**config.mk**
```make
export PLATFORM = sky130hd
export DESIGN_NAME = sqrt_vec_sequencer
export DESIGN_NICKNAME = d
export VERILOG_FILES = /design/src/rtl/sqrt_vec_sequencer_pkg.sv /design/src/rtl/sync_fifo.sv /design/src/rtl/sqrt_vec_sequencer.sv
export SDC_FILE = /design/constraint.sdc
export NUM_CORES = 1
export LEC_CHECK = 0
export CORE_UTILIZATION = 30
export DETAILED_ROUTE_END_ITERATION = 10
export GPL_TIMING_DRIVEN = 0
export PLACE_DENSITY_LB_ADDON = 0.3
export SLEW_MARGIN = 25
export SYNTH_ARGS = -nofsm -noshare
export SYNTH_HDL_FRONTEND = slang
export SYNTH_SLANG_ARGS = --single-unit
```
**constraint.sdc**
```tcl
create_clock -name clk -period 16.65 [get_ports clk]
set_input_delay 2.4975 -clock clk [delete_from_list [all_inputs] [get_ports clk]]
set_output_delay 2.4975 -clock clk [all_outputs]
set_load 0.03 [all_outputs]
```
**src/rtl/sqrt_vec_sequencer_pkg.sv**
```systemverilog
`default_nettype none
// vector_types: fp16 types, constants and the special-case resolver shared by the sqrt front-end.
// Rev 1.0
package vector_types;

  typedef logic [15:0] fp16_t;

  localparam fp16_t FP16_QNAN  = 16'h7E00;
  localparam fp16_t FP16_PINF  = 16'h7C00;
  localparam fp16_t FP16_NZERO = 16'h8000;

  typedef struct packed {
    logic  hit;
    fp16_t val;
  } resolve_t;

  // hit=1 means the element never needs the sqrt unit; val is its final result.
  function automatic resolve_t resolve_local(input fp16_t x, input logic active);
    resolve_t r;
    r.hit = 1'b1;
    r.val = x;
    if (!active) begin
      r.val = x;
    end else if ((x[14:10] == 5'h1F) && (x[9:0] != 10'h000)) begin
      r.val = FP16_QNAN;
    end else if (x[15] && (x != FP16_NZERO)) begin
      r.val = FP16_QNAN;
    end else if (x == FP16_PINF) begin
      r.val = FP16_PINF;
    end else if (x[14:10] == 5'h00) begin
      r.val = {x[15], 15'b0};
    end else begin
      r.hit = 1'b0;
    end
    return r;
  endfunction

endpackage
`default_nettype wire

```
**src/rtl/sync_fifo.sv**
```systemverilog
`default_nettype none
// sync_fifo: small synchronous FIFO with occupancy count; push when full and pop when empty are ignored.
// Rev 1.0
module sync_fifo #(
  parameter int WIDTH = 4,
  parameter int DEPTH = 8
) (
  input  logic                         clk,
  input  logic                         rst,
  input  logic                         push_i,
  input  logic [WIDTH-1:0]             data_i,
  input  logic                         pop_i,
  output logic [WIDTH-1:0]             data_o,
  output logic                         empty_o,
  output logic [$clog2(DEPTH+1)-1:0]   count_o
);

  localparam int AW = (DEPTH > 1) ? $clog2(DEPTH) : 1;
  localparam int CW = $clog2(DEPTH + 1);
  localparam logic [CW-1:0] FULL_CNT = CW'(DEPTH);
  localparam logic [AW-1:0] LAST_PTR = AW'(DEPTH - 1);

  logic [WIDTH-1:0] mem_q [DEPTH];
  logic [AW-1:0]    wr_q;
  logic [AW-1:0]    rd_q;
  logic [CW-1:0]    cnt_q;
  logic             w_push;
  logic             w_pop;

  assign w_push  = push_i && (cnt_q != FULL_CNT);
  assign w_pop   = pop_i && (cnt_q != '0);
  assign data_o  = mem_q[rd_q];
  assign empty_o = (cnt_q == '0);
  assign count_o = cnt_q;

  always_ff @(posedge clk) begin
    if (w_push) mem_q[wr_q] <= data_i;
  end

  always_ff @(posedge clk or posedge rst) begin
    if (rst) begin
      wr_q  <= '0;
      rd_q  <= '0;
      cnt_q <= '0;
    end else begin
      if (w_push) wr_q <= (wr_q == LAST_PTR) ? '0 : wr_q + 1'b1;
      if (w_pop)  rd_q <= (rd_q == LAST_PTR) ? '0 : rd_q + 1'b1;
      case ({w_push, w_pop})
        2'b10:   cnt_q <= cnt_q + 1'b1;
        2'b01:   cnt_q <= cnt_q - 1'b1;
        default: cnt_q <= cnt_q;
      endcase
    end
  end

endmodule
`default_nettype wire

```
**src/rtl/sqrt_vec_sequencer.sv**
```systemverilog
`default_nettype none
// sqrt_vec_sequencer: streams eligible fp16 lanes of a vector into a scalar sqrt unit and reassembles results.
// Rev 1.0
module sqrt_vec_sequencer
  import vector_types::*;
#(
  parameter int LANES     = 16,
  parameter int TAG_DEPTH = 8
) (
  input  logic                  clk,
  input  logic                  rst,
  input  logic                  in_valid,
  output logic                  in_ready,
  input  logic [16*LANES-1:0]   in_vec,
  input  logic [LANES-1:0]      in_mask,
  output logic                  out_valid,
  input  logic                  out_ready,
  output logic [16*LANES-1:0]   out_vec,
  output logic                  sqrt_valid,
  output logic [15:0]           sqrt_operand,
  input  logic [15:0]           sqrt_result,
  input  logic                  sqrt_result_valid
);

  localparam int LW = $clog2(LANES);
  localparam int CW = $clog2(TAG_DEPTH + 1);
  localparam logic [CW-1:0] FULL_CNT  = CW'(TAG_DEPTH);
  localparam logic [LW-1:0] LAST_LANE = LW'(LANES - 1);

  typedef enum logic [1:0] {
    S_IDLE  = 2'd0,
    S_ISSUE = 2'd1,
    S_DRAIN = 2'd2,
    S_DONE  = 2'd3
  } state_t;

  state_t              state_q;
  logic [16*LANES-1:0] vec_q;
  logic [LANES-1:0]    mask_q;
  logic [LW-1:0]       lane_q;
  logic [16*LANES-1:0] res_q;

  fp16_t          w_x;
  resolve_t       w_res;
  logic           w_in_issue;
  logic           w_issue;
  logic           w_adv;
  logic           w_pop;
  logic [LW-1:0]  w_tag;
  logic           w_empty;
  logic [CW-1:0]  w_in_flight;

  assign w_x        = vec_q[{lane_q, 4'b0000} +: 16];
  assign w_res      = resolve_local(w_x, mask_q[lane_q]);
  assign w_in_issue = (state_q == S_ISSUE);
  assign w_issue    = w_in_issue && !w_res.hit && (w_in_flight != FULL_CNT);
  assign w_adv      = w_in_issue && (w_res.hit || w_issue);
  assign w_pop      = sqrt_result_valid && !w_empty;

  // Issue decode is purely from registered state, so no input reaches the sqrt unit combinationally.
  assign sqrt_valid   = w_issue;
  assign sqrt_operand = w_issue ? w_x : 16'h0000;
  assign in_ready     = (state_q == S_IDLE);
  assign out_valid    = (state_q == S_DONE);
  assign out_vec      = res_q;

  sync_fifo #(
    .WIDTH (LW),
    .DEPTH (TAG_DEPTH)
  ) u_tag_fifo (
    .clk     (clk),
    .rst     (rst),
    .push_i  (w_issue),
    .data_i  (lane_q),
    .pop_i   (sqrt_result_valid),
    .data_o  (w_tag),
    .empty_o (w_empty),
    .count_o (w_in_flight)
  );

  always_ff @(posedge clk or posedge rst) begin
    if (rst) begin
      state_q <= S_IDLE;
      vec_q   <= '0;
      mask_q  <= '0;
      lane_q  <= '0;
      res_q   <= '0;
    end else begin
      if (w_pop) res_q[{w_tag, 4'b0000} +: 16] <= sqrt_result;
      case (state_q)
        S_IDLE: begin
          if (in_valid) begin
            vec_q   <= in_vec;
            mask_q  <= in_mask;
            lane_q  <= '0;
            state_q <= S_ISSUE;
          end
        end
        S_ISSUE: begin
          if (w_res.hit) res_q[{lane_q, 4'b0000} +: 16] <= w_res.val;
          if (w_adv) begin
            lane_q <= lane_q + 1'b1;
            if (lane_q == LAST_LANE) state_q <= S_DRAIN;
          end
        end
        S_DRAIN: begin
          if (w_in_flight == '0) state_q <= S_DONE;
        end
        default: begin
          if (out_ready) state_q <= S_IDLE;
        end
      endcase
    end
  end

endmodule
`default_nettype wire

```
# ---- Yosys cells after proc, flatten, opt, wreduce, memory -nomap -nowiden
# Memory sizes are Yosys's and may differ from the RTL's.
# Index checks and enable logic that the tools add are counted.
# Widths: inputs -> output; s select.
dict set report totals {
  ff_bits 544
  ramBits 32
  input_bits 293
  n_memories 1
}
dict set report op_classes {
  add_sub_neg 7
  order_cmp 1
  n_eq_ne 16
  shift 5
  muxes 32
  reduce_logical 22
}
# memory words width rd rd_clocked_by_memory_dff wr line_no
set memory_table {}
lappend memory_table {u_tag_fifo.mem_q 8 4 1 0 1 sync_fifo.sv:23} ;# logic [WIDTH-1:0] mem_q [DEPTH];
# operator n
set op_table {}
lappend op_table {{$mux 256} 3}
lappend op_table {{$bwmux 256} 2}
lappend op_table {{$shift 16x10->256 const A} 2}
lappend op_table {{$shiftx 16x10->256} 2}
lappend op_table {{$shiftx 256x9->16} 1}
lappend op_table {{$mux 16} 5}
lappend op_table {{$neg 8->10} 2}
lappend op_table {{$eq 16x15->1 const B} 1}
lappend op_table {{$ne 16x16->1 const B} 1}
lappend op_table {{$pmux 4 s2} 2}
lappend op_table {{$mux 15} 1}
lappend op_table {{$mux 2} 5}
lappend op_table {{$reduce_bool 10->1} 1}
lappend op_table {{$add 4x1->4 const B} 2}
lappend op_table {{$logic_and 1x1->1} 8}
lappend op_table {{$mux 1} 8}
lappend op_table {{$mux 4} 2}
lappend op_table {{$reduce_bool 4->1} 2}
lappend op_table {{$add 3x1->3 const B} 2}
lappend op_table {{$eq 2x2->1 const B} 3}
lappend op_table {{$eq 3x3->1 const B} 2}
lappend op_table {{$mux 3} 2}
lappend op_table {{$pmux 2 s3} 1}
lappend op_table {{$eq 5x5->1 const B} 1}
lappend op_table {{other kinds (17)} 22}

# ---- Longest topological paths before layout
# Gate-level depths: netlist of run 1.
dict set report depth {
  depth_word 14
  depth_mapped 17
  mapped_depth_nobuf 13
}

# ---- Cells and area by module
# A second synthesis of run 1 with hierarchy kept.
dict set report unflattened {
  cells_unflattened 2167
  area_unflattened_um2 27677.8
}
# module n_inst cells_per_inst area_per_inst_um2 seq_area_each_um2
set modules_own_cells {}
lappend modules_own_cells {sqrt_vec_sequencer 1 2053 25769.7 13362.8}
lappend modules_own_cells {sync_fifo 1 114 1908.1 1211.2}

# ---- Worst setup path before layout of run 1
# OpenSTA, ideal clock, no wires.
dict set report synth_timing {
  path_kind {reg-to-output}
  from {register lane_q[1]}
  to {output port sqrt_operand[10]}
  arrival_time_ns 3.624
  setup_slack_ns 10.529
  path_stages_with_launch 12
  n_path_buf 5
  cell_sequence {dfrtp_1 > buf_2 > clkbuf_1 > buf_2 > mux4_2 > a22oi_1 > nand2_1 > mux2_2 > or3_1 > clkbuf_1 > clkbuf_1 > a21oi_1}
}
dict set report synth_via {
  elab_chain_cells 11
  elab_cells_between_ends 19
  classes_between {eq/ne: 3; shift: 1; mux: 8; reduce/logical: 7}
}
# element line_no
set synth_rtl {}
lappend synth_rtl {{from (decl)} sqrt_vec_sequencer.sv:40} ;# logic [LW-1:0] lane_q;
lappend synth_rtl {{from (signal assigned)} sqrt_vec_sequencer.sv:102} ;# lane_q <= lane_q + 1'b1;
lappend synth_rtl {{$shiftx 256x9->16} sqrt_vec_sequencer.sv:53} ;# assign w_x = vec_q[{lane_q, 4'b0000} +: 16];
lappend synth_rtl {{$logic_not 5->1} sqrt_vec_sequencer_pkg.sv:30} ;# end else if (x[14:10] == 5'h00) begin
lappend synth_rtl {{$mux 1} sqrt_vec_sequencer_pkg.sv:30}
lappend synth_rtl {{$mux 1} sqrt_vec_sequencer_pkg.sv:28} ;# end else if (x == FP16_PINF) begin
lappend synth_rtl {{$mux 1} sqrt_vec_sequencer_pkg.sv:26} ;# end else if (x[15] && (x != FP16_NZERO)) begin
lappend synth_rtl {{$mux 1} sqrt_vec_sequencer_pkg.sv:24} ;# end else if ((x[14:10] == 5'h1F) && (x[9:0] != 10'h000)) begin
lappend synth_rtl {{$mux 1} sqrt_vec_sequencer_pkg.sv:22} ;# if (!active) begin
lappend synth_rtl {{$logic_not 1->1} sqrt_vec_sequencer.sv:56} ;# assign w_issue = w_in_issue && !w_res.hit && (w_in_flight != FULL_CNT);
lappend synth_rtl {{$logic_and 1x1->1 (2 in series)} sqrt_vec_sequencer.sv:56}
lappend synth_rtl {{$mux 16 *} sqrt_vec_sequencer.sv:62} ;# assign sqrt_operand = w_issue ? w_x : 16'h0000;
lappend synth_rtl {{to (decl)} sqrt_vec_sequencer.sv:20} ;# output logic [15:0] sqrt_operand,
# Every way passes the cells marked *; elsewhere a longest branch is shown, timed or not. The select of a mux whose other input is x is not followed.

# ---- Final worst setup path of run 1
dict set report layout_timing {
  from {register lane_q[1]}
  to {output port sqrt_operand[11]}
}
# The elaborated chain is that of the path after synthesis.

==> metrics.cfg, run 1 <==
[outcome]
status = complete, no violations

[logic_synthesis]
synthTopCellsByCount = 544 x dfrtp_1, 378 x a21oi_1, 288 x mux2_2
ys_types = 61
syn_nets = 2662
yosys_most_used_dff = dfrtp_1
synth_top_area_frac = 0.493
yosys-top-cells-area = dfrtp_1 49%, mux2_2 12%, a21oi_1 6.8%
netlist_instances = 2348
synth-edff-count = 32
synthMostInstantiatedCell = dfrtp_1
avgSynthCellArea_um2 = 11.8
yosys.area.top_type = dfrtp_1
ys_seq_area_frac = 0.527
syn-cell-area_um2 = 27600
synthArstFlopShare = 0.944
yosys_register_bits = 576
yosys_warnings = 0

[sta]
max_freq_mhz = 99.4
worst-slew-pin-transition_ns = 1.17
finalClockSkew_ns = 0.0284
finalHoldViolCount = 0
hold_slack_ns = 0.500
period_minus_slack_ns = 10.06
final-setup-viol-count = 0
max-slew-margin-rel = 0.222
finalCritPeriodShare = 0.604
grt_setup_unrepaired = false
slew_viol_final = 0
fin_tns_setup_ns = 0

[die]
rows = 110
fp.dieW_um = 305
die-area_um2 = 93300
core_area_um2 = 90600
die_h_um = 305
initial_core_util = 0.305
boundaryPins = 568

[routing]
route.detailed.drc = 0
vias = 22279
routed_wl_um = 118000
initialDrtViolationCount = 1544
post_drt_wl_per_cell_um = 27.8
avgViaCountPerCell = 5.26
firstDrtPassIters = 7
ant_nets = 0

[clock_tree]
cts_resized = 0
clkSinkCount = 576
cts_tree = done
post_cts_buffers = 0
clockBufferDepth = 3
cts_root_buf = clkbuf_16
cts_buffers = 70
cts-htree-levels = 3
cts.clk_slew.worst_paths_ns = 0.07
cts_hold_buf = 0
clk-insertion-delay-late_ns = 0.62

[worst_setup_path]
path_delay_family = buffers and inverters
path_cells = buf_2, clkbuf_1, buf_2, mux4_2, a22oi_1, nand2_1, mux2_2, or3_1, clkbuf_1, clkbuf_1, a21oi_1, clkdlybuf4s50_1
slowest_stage = clkdlybuf4s50_1
cp_max_fo = 14
critical_path.max_stage_delay_ns = 0.83
required_ns = 14.15
cp-start-kind = register
endpoint_kind = primary output
path_class = register to primary output
timing.critical_path.buf_inv = 6
crit_top_cell = clkbuf_1
cp.arrival_ns = 7.57

[power_and_ir_drop]
ir_worst_vdd_v = 0.0000869
leakagePower_nw = 15.9
p_per_area_nw_per_um2 = 226

[flow_run]
drv_cap = 0

[grt]
antenna_found_initial = 24
grt_remaining_overflow = 0
grt_pass1_vias = 22806
grt_first_pass_wirelength_um = 167000
grt_max_degree = 31
grt.total_usage = 0.249

[place]
io_buffers = 552
place_congestion = 0.878
post-dp-hpwl_um = 91800

[min_path]
worstHoldPathType = register to register

[final_layout]
utilization = 0.414
nets = 3315
drive_gt1_frac = 0.190
areaGrowthSynthToFinish_pct = 35.8

cell families after synthesis:
logic type / share of synthesized area
XOR/XNOR: 0.00285
AO/OA/AOI/OAI: 0.107
other: 0.000136
flip-flops: 0.527
buffers and inverters: 0.0312
multiplexers: 0.249
AND/OR/NAND/NOR: 0.0733
adder cells (fa/ha/maj): 0.00951
per-layer routing:
layer	GRT usage	part of all wire	vias up	routed length, um
li1	-	-	9820	-
met1	0.298	0.39	11212	45400
met2	0.426	0.49	986	58100
met3	0.0712	0.084	219	9860
met4	0.0902	0.035	42	4150
met5	0	0.0023	-	276
sequential cells by signal, summed over array words and instances (netlist names):
register and count:
mask_q 16, state_q 2, u_tag_fifo.wr_q 3, u_tag_fifo.rd_q 3
u_tag_fifo.count_o 4, lane_q 4, out_vec 256, vec_q 256
u_tag_fifo.mem_q 32
where the power goes:
| part | internal, mW | switching [mW] |
|---|---|---|
| sequential | 2.07 | 0.442 |
| clock | 0.865 | 0.641 |
| combinational | 1.73 | 2.74 |
| total | 4.66 | 3.82 |
path summary, 6_finish.rpt:
| check | startpoint | to | slack [ns] | depth (start not counted) |
|---|---|---|---|---|
| min in group asynchronous | rst | vec_q[20] | 2.30 | 2 |
| worst max register to register | lane_q[1] | u_tag_fifo.count_o[2] | 9.74 | 17 |
| worst min register to register | vec_q[62] | vec_q[62] | 0.50 | 1 |
| max in group asynchronous | rst | out_vec[36] | 12.53 | 9 |
| worst min-delay path | vec_q[62] | vec_q[62] | 0.50 | 1 |
| worst max-delay path | lane_q[1] | sqrt_operand[11] | 6.59 | 12 |
per-stage QoR:
stage	instance area (um2)	power, mW	std cells	setup slack, ns
2_1_floorplan	27600	4.94	2348	6.75
3_3_place_gp	34600	6.89	4076	2.47
3_5_place_dp	35300	7.03	4105	7.05
4_1_cts	37500	8.55	4231	6.37
5_1_grt	37500	8.88	4231	6.23
6_report	37500	8.49	4235	6.59
layout by cell type (no fill, tap or decap), types with 32 or more instances in the layout:
cell             netlist  routed
dfrtp_1              544     544
mux2_2               288     288
clkbuf_1             132     143
nor2_1               218     216
mux2i_1              187     186
edfxtp_1              32      32
clkbuf_16              0      70
a21oi_1              378     378
buf_2                 32      32
nand2_1              131     131
mux4_2                77      77
nor3_1                34      32
clkdlybuf4s50_1        0     552
final cells by class:
class | count | area, um2
Clock buffer | 99 | 1980
Sequential cell | 576 | 14600
Clock inverter | 27 | 228
Antenna cell | 4 | 10.0
Timing Repair Buffer | 581 | 6070
Tap cell | 1176 | 1470
Inverter | 14 | 56.3
Fill cell | 8689 | 53000
Multi-Input combinational cell | 1575 | 12300
Buffer | 183 | 818
Power figures use the tool's default switching activity.
==> run 2: changes to the inputs <==
==> constraint.sdc (replaced) <==
create_clock -name clk -period 10.3 [get_ports clk]
set_input_delay 1.545 -clock clk [delete_from_list [all_inputs] [get_ports clk]]
set_output_delay 1.545 -clock clk [all_outputs]
set_load 0.03 [all_outputs]
==> results of run 2 <==
The final DEF is identical to that of run 1. Status: complete, no violations.
Main changes from that run: setup slack after placement 7.05 ns -> 1.66 ns; setup slack after layout 6.59 ns -> 1.19 ns; register-to-register setup slack 9.74 ns -> 3.39 ns; total power 8.49 mW -> 13.7 mW; worst IR drop on VDD 0.0000869 V -> 0.000140 V
==> run 3: changes to the inputs <==
--- a/config.mk
+++ b/config.mk
@@ -5,7 +5,9 @@
 export SDC_FILE = /design/constraint.sdc
 export NUM_CORES = 1
 export LEC_CHECK = 0
+export ABC_AREA = 0
 export CORE_UTILIZATION = 30
+export CTS_CLUSTER_DIAMETER = 40
 export DETAILED_ROUTE_END_ITERATION = 10
 export GPL_TIMING_DRIVEN = 0
 export PLACE_DENSITY_LB_ADDON = 0.3
==> metrics.cfg, run 3 (synthesis gave the netlist of run 1 again) <==
[outcome]
status = complete, no violations

[sta]
final-setup-viol-count = 0
hold_slack_ns = 0.497
max_freq_mhz = 109
worst-slew-pin-transition_ns = 1.13
slew_viol_final = 0
grt_setup_unrepaired = false
finalHoldViolCount = 0
max-slew-margin-rel = 0.245
period_minus_slack_ns = 9.16
finalClockSkew_ns = 0.0265
finalCritPeriodShare = 0.889

[clock_tree]
cts_resized = 0
cts.clk_slew.worst_paths_ns = 0.05
cts_hold_buf = 0
cts_tree = done
cts_buffers = 105
cts_root_buf = clkbuf_16
post_cts_buffers = 0
cts-htree-levels = 3
clkSinkCount = 576
clockBufferDepth = 3
clk-insertion-delay-late_ns = 0.66

[place]
place_congestion = 0.878
post-dp-hpwl_um = 91800
io_buffers = 552
dp_cells = 4105
place_area_um2 = 35300

[die]
boundaryPins = 568
initial_core_util = 0.305
core_area_um2 = 90600
fp.dieW_um = 305
rows = 110
die_h_um = 305
die-area_um2 = 93300

[worst_setup_path]
cp.arrival_ns = 7.61
r2r_start = lane_q[1]
slowest_stage = clkdlybuf4s50_1
required_ns = 8.76
crit_top_cell = clkbuf_1
reg2reg_slack_ns = 3.40
crit_start = lane_q[1]
critical_path.max_stage_delay_ns = 0.83
path_delay_family = buffers and inverters
path_cells = buf_2, clkbuf_1, buf_2, mux4_2, a22oi_1, nand2_1, mux2_2, or3_1, clkbuf_1, clkbuf_1, a21oi_1, clkdlybuf4s50_1
cp_max_fo = 14
cp-start-kind = register
path_class = register to primary output
timing.critical_path.buf_inv = 6
endpoint_kind = primary output

[power_and_ir_drop]
ir_worst_vdd_v = 0.000166
p_per_area_nw_per_um2 = 379
leakagePower_nw = 16.5
power.total_mw = 14.7

[final_layout]
nFillCells = 8595
final_cells = 4304
multi_input_area_um2 = 12300
postLayoutCellArea_um2 = 38800
final_common_cell = clkdlybuf4s50_1
areaGrowthSynthToFinish_pct = 40.5
seqCellArea_um2 = 14600
nets = 3350
layout_common_cells = 552 x clkdlybuf4s50_1, 544 x dfrtp_1, 378 x a21oi_1, 288 x mux2_2, 216 x nor2_1
drive_gt1_frac = 0.211

[routing]
post_drt_wl_per_cell_um = 27.5
firstDrtPassIters = 7
vias = 22536
routed_wl_um = 118000
ant_nets = 0
initialDrtViolationCount = 1540
avgViaCountPerCell = 5.24
route.detailed.drc = 0

[grt]
grt.total_usage = 0.251
grt_max_degree = 31
grt_first_pass_wirelength_um = 168000
grt_remaining_overflow = 0
antenna_found_initial = 22
grt_pass1_vias = 23130

[min_path]
min_from = mask_q[5]
worstHoldPathType = register to register

[flow_run]
drv_cap = 0

run 3: changes by cell type in the layout (fill, tap and decap cells not counted), sizes merged:
cell      delta
clkbuf      +25
clkinv      +17
clkinvlp    +13
inv         +10
bufinv       +5
diode        -1
run 3: path summary, 6_finish.rpt:
kind | to | cells after the start
max | sqrt_operand[11] | 12
min | mask_q[5] | 1
max reg2reg | u_tag_fifo.count_o[2] | 17
min reg2reg | mask_q[5] | 1
max in group asynchronous | out_vec[38] | 9
min in group asynchronous | vec_q[102] | 2
run 3: layout make-up:
cell class / count / area share
diodes: 3 / 0.000193
plain buffers: 183 / 0.0211
clock buffers: 124 / 0.0721
clock inverters: 72 / 0.0187
inverters: 14 / 0.00145
multi-input cells: 1575 / 0.317
flip-flops and latches: 576 / 0.375
well taps: 1176 / 0.0379
repair buffers: 581 / 0.156
run 3: worst reg2reg max path: stages (launching register included):
cell      delay (ns)
dfrtp_1         0.80
buf_2           0.46
clkbuf_1        0.79
buf_2           0.51
mux4_2          0.40
a22oi_1         0.61
nand2_1         0.57
mux2_2          0.51
or3_1           0.40
clkbuf_1        0.19
clkbuf_1        0.31
ha_1            0.35
xor2_1          0.17
ha_1            0.19
a21oi_1         0.14
xor2_1          0.16
nor2_1          0.06
xor2_1          0.14
run 3: through the flow:
step / utilization / setup TNS, ns / setup WS (ns)
finish: 0.429 / 0 / 1.14
global route: 0.429 / 0 / 0.778
CTS: 0.429 / 0 / 0.921
detailed placement: 0.390 / 0 / 1.66
global placement: 0.382 / -1542.99 / -2.93
floorplan: - / 0 / 1.36
run 3: per-layer routing:
| metal | track usage | routed length [um] | up-vias |
|---|---|---|---|
| met1 | 0.298 | 45600 | 11323 |
| met4 | 0.0922 | 4170 | 40 |
| met3 | 0.0730 | 9590 | 233 |
| met5 | 0 | 265 | - |
| met2 | 0.428 | 58600 | 996 |
| li1 | - | - | 9944 |
run 3: where the power goes:
part	switching, mW	internal [mW]
combinational	4.44	2.79
sequential	0.718	3.35
clock	1.28	2.14
total	6.43	8.28
